<file path="src/rtl/board_ctl_pkg.sv">
// Shared definitions for the tic-tac-toe board controller and the draw stages.
package board_ctl_pkg;

    localparam int unsigned POS_W  = 12;
    localparam int unsigned NCELL  = 9;
    localparam int unsigned IDX_W  = 4;
    localparam int unsigned WIN_W  = 2;
    localparam int unsigned NLINES = 8;

    // Grid boundaries; the pixels between a MAX and the next MIN are grid lines.
    localparam logic [POS_W-1:0] COL0_MAX = POS_W'(340);
    localparam logic [POS_W-1:0] COL1_MIN = POS_W'(342);
    localparam logic [POS_W-1:0] COL1_MAX = POS_W'(683);
    localparam logic [POS_W-1:0] COL2_MIN = POS_W'(685);
    localparam logic [POS_W-1:0] COL2_MAX = POS_W'(1023);
    localparam logic [POS_W-1:0] ROW0_MAX = POS_W'(251);
    localparam logic [POS_W-1:0] ROW1_MIN = POS_W'(253);
    localparam logic [POS_W-1:0] ROW1_MAX = POS_W'(504);
    localparam logic [POS_W-1:0] ROW2_MIN = POS_W'(506);
    localparam logic [POS_W-1:0] ROW2_MAX = POS_W'(767);

    typedef enum logic [1:0] {
        ST_IDLE  = 2'd0,
        ST_PLAY  = 2'd1,
        ST_CHECK = 2'd2,
        ST_OVER  = 2'd3
    } state_e;

    localparam logic [WIN_W-1:0] WIN_NONE = 2'b00;
    localparam logic [WIN_W-1:0] WIN_X    = 2'b01;
    localparam logic [WIN_W-1:0] WIN_O    = 2'b10;
    localparam logic [WIN_W-1:0] WIN_DRAW = 2'b11;

    // Three cell indices of line l, packed {a, b, c}: rows, columns, diagonals.
    function automatic logic [3*IDX_W-1:0] line_cells(input int unsigned l);
        case (l)
            0:       return {4'd0, 4'd1, 4'd2};
            1:       return {4'd3, 4'd4, 4'd5};
            2:       return {4'd6, 4'd7, 4'd8};
            3:       return {4'd0, 4'd3, 4'd6};
            4:       return {4'd1, 4'd4, 4'd7};
            5:       return {4'd2, 4'd5, 4'd8};
            6:       return {4'd0, 4'd4, 4'd8};
            default: return {4'd2, 4'd4, 4'd6};
        endcase
    endfunction

endpackage

</file>
<file path="src/rtl/board_ctl_cell_decode.sv">
// Pixel position to board cell index; grid lines and off-screen are invalid.
module cell_decode
    import board_ctl_pkg::*;
(
    input  logic [POS_W-1:0] xpos_i,
    input  logic [POS_W-1:0] ypos_i,
    output logic [IDX_W-1:0] idx_o,
    output logic             valid_o
);

    logic [1:0]       col;
    logic [1:0]       row;
    logic             col_ok;
    logic             row_ok;
    logic [IDX_W-1:0] row_w;

    // Column and row bands, then idx = 3*row + col.
    always_comb begin
        col    = 2'd0;
        row    = 2'd0;
        col_ok = 1'b0;
        row_ok = 1'b0;
        if (xpos_i <= COL0_MAX) begin
            col    = 2'd0;
            col_ok = 1'b1;
        end else if (xpos_i >= COL1_MIN && xpos_i <= COL1_MAX) begin
            col    = 2'd1;
            col_ok = 1'b1;
        end else if (xpos_i >= COL2_MIN && xpos_i <= COL2_MAX) begin
            col    = 2'd2;
            col_ok = 1'b1;
        end
        if (ypos_i <= ROW0_MAX) begin
            row    = 2'd0;
            row_ok = 1'b1;
        end else if (ypos_i >= ROW1_MIN && ypos_i <= ROW1_MAX) begin
            row    = 2'd1;
            row_ok = 1'b1;
        end else if (ypos_i >= ROW2_MIN && ypos_i <= ROW2_MAX) begin
            row    = 2'd2;
            row_ok = 1'b1;
        end
        row_w   = IDX_W'(row);
        idx_o   = (row_w << 1) + row_w + IDX_W'(col);
        valid_o = col_ok & row_ok;
    end

endmodule

</file>
<file path="src/rtl/board_ctl.sv">
// Tic-tac-toe controller: mouse clicks claim cells, tracks turn and winner.
module board_ctl
    import board_ctl_pkg::*;
(
    input  logic             pclk,
    input  logic             rst_n,
    input  logic [POS_W-1:0] xpos,
    input  logic [POS_W-1:0] ypos,
    input  logic             mouse_left,
    input  logic             start_req,
    input  logic             restart,
    output logic             start_en,
    output logic [NCELL-1:0] square,
    output logic [NCELL-1:0] owner_o,
    output logic             turn_o,
    output logic [WIN_W-1:0] winner
);

    state_e           state_q;
    logic             start_en_q;
    logic [NCELL-1:0] square_q;
    logic [NCELL-1:0] owner_q;
    logic             turn_q;
    logic [WIN_W-1:0] winner_q;
    logic             mouse_left_q;
    logic             start_req_q;

    logic             click_c;
    logic             start_edge_c;
    logic [IDX_W-1:0] cell_idx;
    logic             cell_valid;
    logic [WIN_W-1:0] line_win_c;

    cell_decode u_cell_decode (
        .xpos_i  (xpos),
        .ypos_i  (ypos),
        .idx_o   (cell_idx),
        .valid_o (cell_valid)
    );

    // Winner of any full single-owner line, WIN_NONE if there is none.
    function automatic logic [WIN_W-1:0] line_winner(input logic [NCELL-1:0] sq,
                                                     input logic [NCELL-1:0] own);
        logic [WIN_W-1:0]   res;
        logic [3*IDX_W-1:0] c;
        logic [IDX_W-1:0]   a;
        logic [IDX_W-1:0]   b;
        logic [IDX_W-1:0]   d;
        res = WIN_NONE;
        for (int unsigned l = 0; l < NLINES; l++) begin
            c = line_cells(l);
            a = c[3*IDX_W-1:2*IDX_W];
            b = c[2*IDX_W-1:IDX_W];
            d = c[IDX_W-1:0];
            if (sq[a] && sq[b] && sq[d] && (own[a] == own[b]) && (own[b] == own[d]))
                res = own[a] ? WIN_O : WIN_X;
        end
        return res;
    endfunction

    // Rising-edge detection for the click and start request.
    always_ff @(posedge pclk or negedge rst_n) begin
        if (!rst_n) begin
            mouse_left_q <= 1'b0;
            start_req_q  <= 1'b0;
        end else begin
            mouse_left_q <= mouse_left;
            start_req_q  <= start_req;
        end
    end

    // Edge pulses and line evaluation of the current board.
    always_comb begin
        click_c      = mouse_left & ~mouse_left_q;
        start_edge_c = start_req & ~start_req_q;
        line_win_c   = line_winner(square_q, owner_q);
    end

    // Game FSM with registered outputs; restart overrides every transition.
    always_ff @(posedge pclk or negedge rst_n) begin
        if (!rst_n) begin
            state_q    <= ST_IDLE;
            start_en_q <= 1'b0;
            square_q   <= '0;
            owner_q    <= '0;
            turn_q     <= 1'b0;
            winner_q   <= WIN_NONE;
        end else if (restart) begin
            state_q    <= ST_IDLE;
            start_en_q <= 1'b0;
            square_q   <= '0;
            owner_q    <= '0;
            turn_q     <= 1'b0;
            winner_q   <= WIN_NONE;
        end else begin
            case (state_q)
                ST_IDLE: begin
                    square_q <= '0;
                    owner_q  <= '0;
                    turn_q   <= 1'b0;
                    winner_q <= WIN_NONE;
                    if (start_edge_c) begin
                        state_q    <= ST_PLAY;
                        start_en_q <= 1'b1;
                    end else begin
                        start_en_q <= 1'b0;
                    end
                end
                ST_PLAY: begin
                    if (click_c && cell_valid && !square_q[cell_idx]) begin
                        square_q[cell_idx] <= 1'b1;
                        owner_q[cell_idx]  <= turn_q;
                        state_q            <= ST_CHECK;
                    end
                end
                ST_CHECK: begin
                    if (line_win_c != WIN_NONE) begin
                        winner_q <= line_win_c;
                        state_q  <= ST_OVER;
                    end else if (&square_q) begin
                        winner_q <= WIN_DRAW;
                        state_q  <= ST_OVER;
                    end else begin
                        turn_q   <= ~turn_q;
                        state_q  <= ST_PLAY;
                    end
                end
                ST_OVER: begin
                    if (start_edge_c) begin
                        state_q    <= ST_IDLE;
                        start_en_q <= 1'b0;
                        square_q   <= '0;
                        owner_q    <= '0;
                        turn_q     <= 1'b0;
                        winner_q   <= WIN_NONE;
                    end
                end
                default: state_q <= ST_IDLE;
            endcase
        end
    end

    assign start_en = start_en_q;
    assign square   = square_q;
    assign owner_o  = owner_q;
    assign turn_o   = turn_q;
    assign winner   = winner_q;

endmodule
</file>
<file path="config.mk">
export PLATFORM = sky130hd
export DESIGN_NAME = board_ctl
export DESIGN_NICKNAME = d
export VERILOG_FILES = /design/src/rtl/board_ctl_pkg.sv /design/src/rtl/board_ctl_cell_decode.sv /design/src/rtl/board_ctl.sv
export SDC_FILE = /design/constraint.sdc
export NUM_CORES = 1
export LEC_CHECK = 0
export BUFFER_PORTS_ARGS = -buffer_cell sky130_fd_sc_hd__buf_4
export CAP_MARGIN = 20
export CORE_MARGIN = 2
export CORE_UTILIZATION = 40
export DETAILED_ROUTE_END_ITERATION = 7
export GPL_ROUTABILITY_DRIVEN = 0
export HOLD_SLACK_MARGIN = 0.15
export PLACE_DENSITY = 0.62
export SLEW_MARGIN = 20
export SYNTH_ARGS = -nofsm -noshare
export SYNTH_HDL_FRONTEND = slang
export SYNTH_HIERARCHICAL = 1
export SYNTH_SLANG_ARGS = --single-unit
</file>
<file path="constraint.sdc">
create_clock -name pclk -period 2.6 [get_ports pclk]
set_input_delay 0.26 -clock pclk [delete_from_list [all_inputs] [get_ports pclk]]
set_output_delay 0.26 -clock pclk [all_outputs]
set_load 0.005 [all_outputs]
</file>
==> impl_metrics.ini <==
[floorplanning]
rows = 24
start_util_pct = 42.2
die_y_um = 72.5
die_x_um = 72.5
pin_count = 51
fp.dieArea_mm2 = 0.00525
core_mm2 = 0.00444

[global_routing]
grt_usage_pct = 21.3
grt_pass1_vias = 1872
antenna_found_initial = 0
grt_pass1_wl_um = 8750
grt_max_degree = 27
grt_overflow_total = 0

[power]
p_leak_nw = 1.15
vdd_drop_max_mv = 0.175
power_density_mw_per_mm2 = 310

[synthesis]
synth.avg_cell_area_um2 = 8.40
netlist_instances = 223
seq_area_frac_synth_pct = 34.7
yosysWarningCount = 6
ys.flop_type = dfrtp_1
synth-edff-count = 0
ys_types = 51
syn-num-nets = 256
synth.cell_area_mm2 = 0.00187
ys_ff_latch = 26
synthArstFlopShare_pct = 100

[clocking]
clock_tree.root_cell = clkbuf_8
clock_path_buffers = 2
htreeDepth = 1
numCtsBuffers = 3
clk_pin_slew_ns = 0.09
clock_latency_ns = 0.27
cts_tree = built
cts_sinks = 26

[sta]
setup_ws_ns = -0.895
worst_slew_pin_slew_ns = 0.447
maxSlewViolCount = 0
hold_slack_ns = 0.192
slew_headroom_pct = 70.2
setup_viol = 20
fin_crit_sh_pct = 134
finalHoldViolCount = 0
max_freq_mhz = 286
fin_crit_ns = 3.50
rsz0062_at_grt = true
clock_skew_ns = 0.00402

[routing]
final_antenna_net_count = 0
post_drt_via_cell_ratio = 5.86
wire_per_inst_um = 15.9
first_iter_violations = 114
drt-total-wl_um = 5590
drtPass1Iterations = 4
vias = 2057
drc = 0

[flow_run]
drv_cap = 0

[critical_path]
reg2reg_depth = 7
crit_path_end_kind = register
worstPathMaxFanout = 5
cp_data_arrival_time_ns = 3.68
worstSetupPathType = input port to register
cp_data_required_time_ns = 2.79
crit_path_start_kind = input port

[placement]
port_buffers = 50
dp_hpwl_um = 4050

[hold_path]
hold_class = input port to register
hold_depth = 2

[layout]
syn2layout_area_growth_pct = 43.4
final.fill_count = 429
nets = 333
drive_above_1_share_pct = 36.1
seqCellArea_um2 = 651
finish.utilization_pct = 60.5
antennaDiodeCount = 0
multiInputGateArea_mm2 = 0.00125

[run_status]
violations = negative setup slack
status = complete, but fails checks
## path summary, 6_finish.rpt
kind                            startpoint    endpoint  slack, ns
worst max-delay path               ypos[4]  owner_o[2]      -0.90
worst min-delay path               restart  state_q[0]       0.19
worst max register to register   square[8]   winner[1]       0.36
worst min register to register   winner[0]   winner[0]       0.51
max in group asynchronous            rst_n   square[7]       1.90
min in group asynchronous            rst_n   square[5]       0.44
## stage by stage
stage | std cells | area, um2 | TNS [ns] | setup slack, ns | total power [W]
detailed placement | 342 | 2480 | -24.22 | -1.35 | 0.000566
CTS | 350 | 2600 | -15.40 | -0.887 | 0.000833
global route | 351 | 2690 | -18.36 | -1.02 | 0.000872
global placement | 342 | 2480 | -21.88 | -1.23 | 0.000564
finish | 351 | 2690 | -15.76 | -0.895 | 0.000834
floorplan | 223 | 1900 | -17.88 | -1.03 | 0.000482
## synthesized netlist by cell type (4+ instances only)
cell type	number	area [um2]
o21a_1	4	30.0
nand2b_1	4	25.0
mux2i_1	4	40.0
nor3_1	7	35.0
dfrtp_1	26	651
nand2_1	12	45.0
nand3b_1	4	30.0
or3_1	4	25.0
a21oi_1	15	75.1
a31o_1	4	35.0
nor2b_1	4	25.0
nand4_1	7	43.8
inv_1	17	63.8
clkbuf_1	5	18.8
nor2_1	30	113
o21ai_0	11	55.1
a21o_1	4	30.0
nand3_1	17	85.1
## flip-flops by register name, indices dropped and copies added, names as in the netlist
register,flops
owner_o,9
winner,2
start_en,1
start_req_q,1
turn_o,1
state_q,2
square,9
mouse_left_q,1
## power by group
| group | switching (W) | internal [W] |
|---|---|---|
| combinational | 0.0000753 | 0.0000835 |
| clock | 0.000126 | 0.000135 |
| sequential | 0.00000515 | 0.000409 |
## worst max-delay path: stages
cell,delay [ns]
buf_6,0.06
and3_4,0.18
nand3_4,0.07
or3_1,0.31
a2111o_1,0.41
fa_1,0.51
inv_1,0.05
ha_2,0.16
inv_2,0.05
fa_1,0.41
inv_2,0.14
mux2i_4,0.28
o21ai_4,0.10
nor3_4,0.22
and4bb_1,0.29
mux2i_1,0.19
## per-layer routing
| layer | GRT usage (%) | wire, um | vias to the layer above |
|---|---|---|---|
| met4 | 7.82 | 108 | 0 |
| met3 | 1.81 | 312 | 8 |
| met2 | 37.2 | 2790 | 85 |
| li1 | - | - | 980 |
| met1 | 27.4 | 2380 | 984 |
| met5 | 0 | 0 | - |
## cells in the final DEF, fill, tap and decap left out, types with 3 or more instances in the layout
master | synthesis | routed
nand3b_1 | 4 | 4
nor3_4 | 1 | 3
inv_2 | 0 | 3
a21oi_1 | 15 | 9
o21ai_0 | 11 | 9
clkbuf_8 | 0 | 4
nand2_1 | 12 | 11
dlygate4sd3_1 | 0 | 3
buf_6 | 1 | 4
nor3_1 | 7 | 6
o21a_1 | 4 | 4
nand4_1 | 7 | 7
nor2_1 | 30 | 29
buf_4 | 0 | 70
nand3_2 | 1 | 3
or3_1 | 4 | 4
dfrtp_1 | 26 | 26
inv_1 | 17 | 14
a31o_1 | 4 | 4
a21oi_2 | 0 | 6
nand2b_1 | 4 | 4
nor2b_1 | 4 | 4
nand3_1 | 17 | 14
mux2i_1 | 4 | 3
a211oi_1 | 3 | 3
o21ai_1 | 1 | 3
a21o_1 | 4 | 4
## cells by family (layout without fill, tap and decap cells)
logic type                 Yosys count  in the layout  synth area share [%]
and+or+nand+nor                    103            104                  30.1
buffers and inverters               23             98                  5.01
muxes                                6              6                  4.54
AOI/OAI and AO/OA                   61             61                  22.2
adders and majority gates            4              4                  3.47
DFF                                 26             26                  34.7
## area by class of cell
| type | count | share of cell area (%) |
|---|---|---|
| Timing Repair Buffer | 77 | 22.3 |
| Multi-Input combinational cell | 175 | 46.6 |
| Clock buffer | 4 | 2.05 |
| Tap cell | 52 | 2.42 |
| Inverter | 17 | 2.37 |
| Sequential cell | 26 | 24.2 |
## timing repair
item                       4_1_cts  5_1_grt
setup buffers                    0        1
setup endpoints to repair       20       20
gates resized for setup         10       17
hold endpoints to repair        28        0
pin swaps                       11        9
hold buffers                     3        0
cloned                           1        0
(Power assumes the default switching activity.)
